==> config.mk <==
export PLATFORM = sky130hd
export DESIGN_NAME = fifo_ctrl
export DESIGN_NICKNAME = d
export VERILOG_FILES = /design/src/rtl/fifo_ctrl_pkg.sv /design/src/rtl/fifo_ptr.sv /design/src/rtl/fifo_ctrl.sv
export SDC_FILE = /design/constraint.sdc
export NUM_CORES = 1
export LEC_CHECK = 0
export CORE_AREA = 5 5 83 85
export DETAILED_ROUTE_END_ITERATION = 12
export DIE_AREA = 0 0 88 90
export PLACE_DENSITY = 0.78
export SLEW_MARGIN = 20
export SYNTH_ARGS = -nofsm -noshare
export SYNTH_HDL_FRONTEND = slang
export SYNTH_HIERARCHICAL = 1
export SYNTH_SLANG_ARGS = --single-unit
==> constraint.sdc <==
create_clock -name clk -period 5.75 [get_ports clk]
set_input_delay 0.8625 -clock clk [delete_from_list [all_inputs] [get_ports clk]]
set_output_delay 0.8625 -clock clk [all_outputs]
set_load 0.01 [all_outputs]
==> src/rtl/fifo_ctrl_pkg.sv <==
// Shared definitions for the FIFO pointer/flag controller: FSM state encodings.
package fifo_ctrl_pkg;

  localparam int STATE_W = 3;

  typedef enum logic [STATE_W-1:0] {
    ST_RESET  = 3'd0,
    ST_INIT   = 3'd1,
    ST_IDLE   = 3'd2,
    ST_ACTIVE = 3'd3,
    ST_ERROR  = 3'd4
  } state_t;

endpackage

==> src/rtl/fifo_ptr.sv <==
// MAIN_SIZE-bit wrapping address counter with increment enable.
module fifo_ptr #(
  parameter int MAIN_SIZE = 8
) (
  input  logic                 clk,
  input  logic                 reset,
  input  logic                 inc,
  output logic [MAIN_SIZE-1:0] ptr
);

  always_ff @(posedge clk or posedge reset) begin
    if (reset) begin
      ptr <= '0;
    end else if (inc) begin
      ptr <= ptr + MAIN_SIZE'(1);
    end
  end

endmodule

==> src/rtl/fifo_ctrl.sv <==
// Push/pop pointer and flag controller for a dual-pointer memory.
// Optional sticky error detection and ERROR state: define FIFO_CTRL_ERR_EN.
module fifo_ctrl
  import fifo_ctrl_pkg::*;
#(
  parameter int MAIN_SIZE = 8
) (
  input  logic                 clk,
  input  logic                 reset,
  input  logic                 init,
  input  logic [MAIN_SIZE:0]   af_thresh,
  input  logic [MAIN_SIZE:0]   ae_thresh,
  input  logic                 push,
  input  logic                 pop,
  output logic                 write,
  output logic                 read,
  output logic [MAIN_SIZE-1:0] wr_ptr,
  output logic [MAIN_SIZE-1:0] rd_ptr,
  output logic                 data_valid,
  output logic [MAIN_SIZE:0]   count,
  output logic                 full,
  output logic                 empty,
  output logic                 almost_full,
  output logic                 almost_empty,
  output logic                 error,
  output logic [STATE_W-1:0]   state
);

  localparam int              CW    = MAIN_SIZE + 1;
  localparam logic [CW-1:0]   DEPTH = CW'(2 ** MAIN_SIZE);

  state_t          state_q, state_d;
  logic [CW-1:0]   count_q, count_d;
  logic [CW-1:0]   af_q, af_d;
  logic [CW-1:0]   ae_q, ae_d;
  logic            full_q, empty_q, afull_q, aempty_q;
  logic            vld_p1;
  logic            accept_ok;
  logic            push_acc, pop_acc;
  logic            load_thr;
  logic            err_go;

  // Request acceptance: only IDLE/ACTIVE take traffic, gated by the registered flags
  assign accept_ok = (state_q == ST_IDLE) || (state_q == ST_ACTIVE);
  assign push_acc  = push & ~full_q  & accept_ok;
  assign pop_acc   = pop  & ~empty_q & accept_ok;
  assign write     = push_acc;
  assign read      = pop_acc;

`ifdef FIFO_CTRL_ERR_EN
  logic err_evt;
  logic err_q;

  // A dropped push (full) or dropped pop (empty) is an error event
  assign err_evt = accept_ok & ((push & full_q) | (pop & empty_q));
  assign err_go  = err_evt;

  always_ff @(posedge clk or posedge reset) begin
    if (reset) begin
      err_q <= 1'b0;
    end else if (err_evt) begin
      err_q <= 1'b1;
    end
  end

  assign error = err_q;
`else
  assign err_go = 1'b0;
  assign error  = 1'b0;
`endif

  assign load_thr = (state_q == ST_INIT) || ((state_q == ST_IDLE) && init);
  assign af_d     = load_thr ? af_thresh : af_q;
  assign ae_d     = load_thr ? ae_thresh : ae_q;

  always_comb begin
    count_d = count_q;
    case ({push_acc, pop_acc})
      2'b10:   count_d = count_q + CW'(1);
      2'b01:   count_d = count_q - CW'(1);
      default: count_d = count_q;
    endcase
  end

  always_comb begin
    state_d = state_q;
    case (state_q)
      ST_RESET:  state_d = ST_INIT;
      ST_INIT:   if (!init) state_d = ST_IDLE;
      ST_IDLE: begin
        // An accepted push wins over init so INIT is never entered with data held
        if (err_go)        state_d = ST_ERROR;
        else if (push_acc) state_d = ST_ACTIVE;
        else if (init)     state_d = ST_INIT;
      end
      ST_ACTIVE: begin
        if (err_go)              state_d = ST_ERROR;
        else if (count_d == '0)  state_d = ST_IDLE;
      end
      ST_ERROR:  state_d = ST_ERROR;
      default:   state_d = ST_RESET;
    endcase
  end

  // Stage p1: count, thresholds, flags and read-valid all register on the same edge
  always_ff @(posedge clk or posedge reset) begin
    if (reset) begin
      state_q  <= ST_RESET;
      count_q  <= '0;
      af_q     <= DEPTH;
      ae_q     <= '0;
      full_q   <= 1'b0;
      empty_q  <= 1'b1;
      afull_q  <= 1'b0;
      aempty_q <= 1'b1;
      vld_p1   <= 1'b0;
    end else begin
      state_q  <= state_d;
      count_q  <= count_d;
      af_q     <= af_d;
      ae_q     <= ae_d;
      full_q   <= (count_d == DEPTH);
      empty_q  <= (count_d == '0);
      afull_q  <= (count_d >= af_d);
      aempty_q <= (count_d <= ae_d);
      vld_p1   <= pop_acc;
    end
  end

  fifo_ptr #(.MAIN_SIZE(MAIN_SIZE)) u_wr_ptr (
    .clk   (clk),
    .reset (reset),
    .inc   (push_acc),
    .ptr   (wr_ptr)
  );

  fifo_ptr #(.MAIN_SIZE(MAIN_SIZE)) u_rd_ptr (
    .clk   (clk),
    .reset (reset),
    .inc   (pop_acc),
    .ptr   (rd_ptr)
  );

  assign count        = count_q;
  assign full         = full_q;
  assign empty        = empty_q;
  assign almost_full  = afull_q;
  assign almost_empty = aempty_q;
  assign data_valid   = vld_p1;
  assign state        = state_q;

endmodule

==> flow_summary.toml, run 1 <==
[status]
status = "finished, final reports clean"

[setup_path]
cp-start-kind = "input port"
required_ps = 5950
crit_arrival_ps = 4760
worst-path-stages = 15
crit_family = "compound AO/OA/AOI/OAI gates"
worstPathCellList = "clkdlybuf4s50_1 -> nor2b_1 -> nand3b_1 -> ha_1 -> o21a_1 -> a2111oi_0 -> o22ai_1 -> a211oi_1 -> xor2_1 -> ha_1 -> a21oi_1 -> o21ai_0 -> maj3_2 -> a21o_1 -> maj3_2"
slowest_delay_ps = 510
crit_fanout = 9
cp-end-kind = "register"
critPathSlowestCell = "clkdlybuf4s50_1"
critPathBufInv = 1
worstSetupPathType = "in2reg"
reg2regPathDepth = 15

[timing]
finalSetupViolCount = 0
layout_min_cycle_time_ps = 4560
relSlewSlack_pct = 66.3
setup_tns_ps = 0
hold_viol_final = 0
worst_slew_pin_slew_ps = 505
rsz0062_at_grt = "no"
fin_ws_ps = 1190
clock_skew_ps = 5.96
finalCritPeriodShare_pct = 79.4
worst_hold_slack_ps = 471
max_freq_ghz = 0.219
slew_violations = 0

[clocking]
clk_pin_slew_worst_paths_ps = 100
cts_made_buffers = 5
cts_tree = "built"
clk_path_buf_depth = 2
cts.repair.resized = 0
cts-root-buf = "clkbuf_8"
cts.sinks = 51
clkLatencyLatePin_ps = 310
htreeDepth = 2
post_cts_buffers = 0
holdBufCountCts = 0

[synth]
yosys_warnings = 6
async_flop_share_pct = 100
postSynthAreaPerCell_um2 = 10.4
synthCells = 289
yosysSeqAreaShare_pct = 42.5
ys_types = 61
ys_ff_latch = 51
syn_nets = 331
synth_edf_count = 0
synthFlopType = "dfrtp_1"
syn_area_mm2 = 0.00301

[placement]
dp.cells = 412
port_buffers = 57
gp_congestion = 0.898
dp_slack_ps = 909
place.detailed.hpwl_um = 5010

[global_routing]
track_usage_pct = 17.3
grt_pass1_wl_um = 11100
grt_antenna_before_repair = 0
grt.overflow.total = 0
grt_max_degree = 36
grt_pass1_vias = 2272

[pwr]
vdd_ir_drop_max_uv = 254
pwr-share-comb_pct = 53.8
report.power.total_uw = 1930
internal_power_uw = 1130
p_sw_share_pct = 41.3
power.share.sequential_pct = 35.2
power_frac_clock_pct = 11.0
cellPowerDensity_mw_per_mm2 = 518
power_leakage_uw = 0.00161
p_sw_uw = 797

[routing]
first_pass_iters = 6
routed_wl_um = 6560
routedWlPerCell_um = 15.6
wl_met2_um = 3190
drc_errors = 0
wl_met3_um = 420
vias_per_cell = 5.54
vias = 2328
dr.max_layer_used = "met4"
met1_length_um = 2910
ant_nets = 0
drt_first_iter_violations = 268

[min_path]
hold_depth = 1
hold_class = "reg2reg"

[floorplanning]
ios = 59
fp.dieW_um = 88
die_h_um = 90
rows = 29
core_area_mm2 = 0.00613
floorplan.initialDensity_pct = 49.1
die_area_mm2 = 0.00792

[final_layout]
diodes = 0
area_delta_synth_final_pct = 23.9
final_nets = 384
fillerInstances = 526
finalNonFillerCells = 420
drive_gt1_share_pct = 10.2

[flow_run]
cap_violations = 0
[placed cells by master (no fill, tap or decap), types with 3 or more instances in the layout]
cell | synthesis | routed
mux2_2 | 6 | 6
nor2_1 | 13 | 13
nand3_1 | 8 | 8
nand2b_1 | 5 | 5
a21oi_1 | 7 | 6
inv_1 | 29 | 29
xor2_1 | 8 | 8
o21a_1 | 6 | 6
clkdlybuf4s50_1 | 0 | 57
mux2i_1 | 17 | 17
o21ai_0 | 6 | 6
clkbuf_8 | 0 | 5
dfstp_2 | 3 | 3
a31oi_1 | 4 | 4
dfrtp_1 | 48 | 48
nand2_1 | 14 | 14
ha_1 | 19 | 19
and3_1 | 4 | 4
nor2b_1 | 4 | 4
a21oi_2 | 2 | 3
nand4_1 | 6 | 6
a21o_1 | 3 | 3
xnor2_1 | 14 | 14
buf_4 | 1 | 3
[cell type report]
cell class                      instances  area (um^2)  share of cell area (%)
Multi-Input combinational cell        194         1560                    41.7
Sequential cell                        51         1280                    34.3
Timing Repair Buffer                   60          593                    15.9
Inverter                               30          118                    3.15
Tap cell                               77         96.3                    2.58
Clock buffer                            5         68.8                    1.84
Clock inverter                          3         18.8                   0.503
[power by group through the flow]
stage          logic, uW  registers [uW]  clock network (uW)
2_1_floorplan        708             651                   0
3_3_place_gp        1010             677                   0
3_5_place_dp        1040             686                   0
4_1_cts             1050             679                 217
5_1_grt             1170             708                 229
6_report            1040             680                 212
[per-stage QoR]
stage          utilization [%]  instance area (um^2)
2_1_floorplan                -                  3010
3_3_place_gp              59.4                  3640
3_5_place_dp              59.4                  3640
4_1_cts                   60.8                  3730
5_1_grt                   60.8                  3730
6_report                  60.8                  3730
[cells in the mapped netlist (2+ instances only)]
| master | number | share of area [%] |
|---|---|---|
| a2111oi_0 | 2 | 0.58 |
| a211oi_1 | 2 | 0.50 |
| a21o_1 | 3 | 0.75 |
| a21oi_1 | 7 | 1.2 |
| a21oi_2 | 2 | 0.58 |
| a311o_1 | 2 | 0.66 |
| a311oi_1 | 2 | 0.58 |
| a31oi_1 | 4 | 0.83 |
| a41oi_1 | 2 | 0.58 |
| and3_1 | 4 | 0.83 |
| buf_1 | 2 | 0.25 |
| buf_2 | 4 | 0.66 |
| clkbuf_1 | 7 | 0.87 |
| dfrtp_1 | 48 | 40 |
| dfstp_2 | 3 | 2.6 |
| ha_1 | 19 | 7.9 |
| inv_1 | 29 | 3.6 |
| maj3_2 | 2 | 0.75 |
| mux2_2 | 6 | 2.2 |
| mux2i_1 | 17 | 5.7 |
| nand2_1 | 14 | 1.7 |
| nand2b_1 | 5 | 1.0 |
| nand3_1 | 8 | 1.3 |
| nand3b_1 | 2 | 0.50 |
| nand4_1 | 6 | 1.2 |
| nand4_2 | 2 | 0.83 |
| nor2_1 | 13 | 1.6 |
| nor2b_1 | 4 | 0.83 |
| nor3_1 | 2 | 0.33 |
| nor3_2 | 2 | 0.66 |
| nor4b_1 | 2 | 0.58 |
| o211ai_1 | 2 | 0.50 |
| o21a_1 | 6 | 1.5 |
| o21ai_0 | 6 | 1.0 |
| o31ai_1 | 2 | 0.50 |
| xnor2_1 | 14 | 4.1 |
| xor2_1 | 8 | 2.3 |
[kinds of logic after synthesis]
logic type	Yosys count	synth area share, %
compound gates	53	13.3
xor+xnor	22	6.40
fa+ha+maj	22	8.97
buf+inv	44	5.94
flops	51	42.5
mux	23	7.89
other cells	1	0.125
simple gates	73	14.9
[state kept, by name (all words and copies together), names as in the netlist]
signal	count
almost_full	1
state	3
u_rd_ptr/ptr	8
af_q	9
count	9
empty	1
data_valid	1
u_wr_ptr/ptr	8
ae_q	9
almost_empty	1
full	1
[layer usage]
metal | up-vias | track usage [%]
li1 | 1137 | -
met1 | 1103 | 24.0
met2 | 84 | 28.0
met3 | 4 | 3.56
met4 | 0 | 2.94
met5 | - | 0
[worst paths after layout]
kind	slack, ps	end	start
min in group asynchronous	860	u_wr_ptr/ptr[1]$_DFFE_PP0P_	reset
max in group asynchronous	4390	af_q[8]$_DFF_PP1_	reset
max	1190	almost_full$_DFF_PP0_	push
min	470	u_wr_ptr/ptr[7]$_DFFE_PP0P_	u_wr_ptr/ptr[7]$_DFFE_PP0P_
max reg2reg	1830	almost_empty$_DFF_PP1_	state[1]$_DFFE_PP0P_
min reg2reg	470	u_wr_ptr/ptr[7]$_DFFE_PP0P_	u_wr_ptr/ptr[7]$_DFFE_PP0P_
Note: power is estimated with default switching activity, not from simulation.
==> inputs of run 2 (changes only) <==
==> constraint.sdc (replaced) <==
create_clock -name clk -period 4.2 [get_ports clk]
set_input_delay 0.63 -clock clk [delete_from_list [all_inputs] [get_ports clk]]
set_output_delay 0.63 -clock clk [all_outputs]
set_load 0.01 [all_outputs]
==> run 2 against run 1 <==
  * Setup slack got worse by 980 ps
  * Wire length rose by 9.3%
  * Via count rose by 5.0%
  * Die area did not move
  * Sequential share of layout area fell by 1.4 points
  * Critical endpoint unchanged
  * Largest cell class unchanged
  * Largest power group unchanged
  * Highest routed layer unchanged
==> flow_summary.toml, run 2 (synthesized netlist as in run 1, its figures left out) <==
[routing]
dr.max_layer_used = "met4"
routed_wl_um = 7170
wl_met2_um = 3570
drc_errors = 0
vias_per_cell = 5.58
drt_first_iter_violations = 272
ant_nets = 0
met1_length_um = 3090
first_pass_iters = 4
wl_met3_um = 408
routedWlPerCell_um = 16.4
vias = 2445

[timing]
hold_viol_final = 0
setup_tns_ps = 0
finalSetupViolCount = 0
slew_violations = 0
clock_skew_ps = 15.1
layout_min_cycle_time_ps = 3990
max_freq_ghz = 0.250
finalCritPeriodShare_pct = 95.1

[pwr]
cellPowerDensity_mw_per_mm2 = 704
vdd_ir_drop_max_uv = 425
power_leakage_uw = 0.00170

[global_routing]
grt_pass1_vias = 2442
grt_pass1_wl_um = 11800
grt.overflow.total = 0
track_usage_pct = 18.3
grt_max_degree = 36
grt_antenna_before_repair = 0

[setup_path]
crit_fanout = 3
startpoint = "push"
cp-end-kind = "register"
cp-start-kind = "input port"
worstSetupPathType = "in2reg"
worstPathCellList = "clkdlybuf4s50_1 -> nor2b_2 -> nand3b_1 -> ha_1 -> o21a_1 -> a2111oi_2 -> o22ai_1 -> a211oi_2 -> xor2_1 -> ha_1 -> a21oi_1 -> o21ai_0 -> maj3_2 -> a21o_1 -> maj3_2"
critPathSlowestCell = "clkdlybuf4s50_1"
required_ps = 4390
crit_arrival_ps = 4180
r2r_start = "empty$_DFF_PP1_"
slowest_delay_ps = 490

[final_layout]
final_nets = 402
area_delta_synth_final_pct = 29.1
diodes = 0
post-route-util_pct = 63.4
layout_commonest_cell = "clkdlybuf4s50_1"
most-common-layout-cells = "57 x clkdlybuf4s50_1, 48 x dfrtp_1, 29 x inv_1, 21 x buf_4, 19 x ha_1"
drive_gt1_share_pct = 15.2

[min_path]
hold_class = "reg2reg"
worstHoldStart = "u_rd_ptr/ptr[7]$_DFFE_PP0P_"

[flow_run]
cap_violations = 0

[floorplanning]
die_area_mm2 = 0.00792
fp.dieW_um = 88
core_area_mm2 = 0.00613
die_h_um = 90
floorplan.initialDensity_pct = 49.1
rows = 29
ios = 59

[clocking]
cts-root-buf = "clkbuf_8"
cts_tree = "built"
holdBufCountCts = 0
post_cts_buffers = 0
clk_pin_slew_worst_paths_ps = 100
clk_path_buf_depth = 2
clkLatencyLatePin_ps = 300
cts.sinks = 51
cts.repair.resized = 0
htreeDepth = 2
cts_made_buffers = 5

[status]
status = "finished, final reports clean"

[placement]
place.detailed.hpwl_um = 5470
gp_congestion = 0.885
port_buffers = 57
## run 2: changes by cell type in the layout (fill, tap and decap cells not counted), sizes merged
cell    before  now
clkbuf       5    7
buf          3   21
clkinv       3    1
## run 2: worst paths after layout
path	slack [ps]	cells after the start	endpoint
max	210	15	almost_full$_DFF_PP0_
min	470	1	u_rd_ptr/ptr[7]$_DFFE_PP0P_
max reg2reg	480	15	almost_full$_DFF_PP0_
min reg2reg	470	1	u_rd_ptr/ptr[7]$_DFFE_PP0P_
max in group asynchronous	3070	3	almost_empty$_DFF_PP1_
min in group asynchronous	620	2	u_rd_ptr/ptr[5]$_DFFE_PP0P_
## run 2: metrics by stage
stage          setup slack [ps]  total power, uW  std cells  cell area (um^2)  hold WS (ps)
4_1_cts                     164             2740        438              3870           475
3_5_place_dp               -111             2430        430              3780           461
2_1_floorplan               383             1860        289              3010           446
3_3_place_gp              -5.52             2370        430              3780           456
5_1_grt                   -68.8             2990        438              3890           486
6_report                    206             2740        438              3890           469
## run 2: routing by layer
| layer | global-route usage (%) | vias to the layer above |
|---|---|---|
| met1 | 24.7 | 1173 |
| met5 | 0 | - |
| met3 | 3.20 | 12 |
| met2 | 29.9 | 93 |
| met4 | 5.37 | 0 |
| li1 | - | 1167 |
## run 2: layout make-up
class / count / area, um^2
fillers: 510 / 2240
multi-input cells: 194 / 1570
flip-flops and latches: 51 / 1280
repair buffers: 78 / 728
inverters: 30 / 118
well taps: 77 / 96.3
clock buffers: 7 / 86.3
clock inverters: 1 / 8.76
## run 2: worst max-delay path, delay by kind of cell
family	cells	cell delay, ps
buf+inv	1	490
simple gates	2	280
compound gates	7	1360
fa+ha+maj	4	1140
xor+xnor	1	250
## run 2: where the power goes
group / switching [uW] / internal [uW] / leakage [uW]
Clock: 156 / 136 / 0.0000489
Combinational: 725 / 783 / 0.00105
Sequential: 234 / 702 / 0.000602
Total: 1110 / 1620 / 0.00170
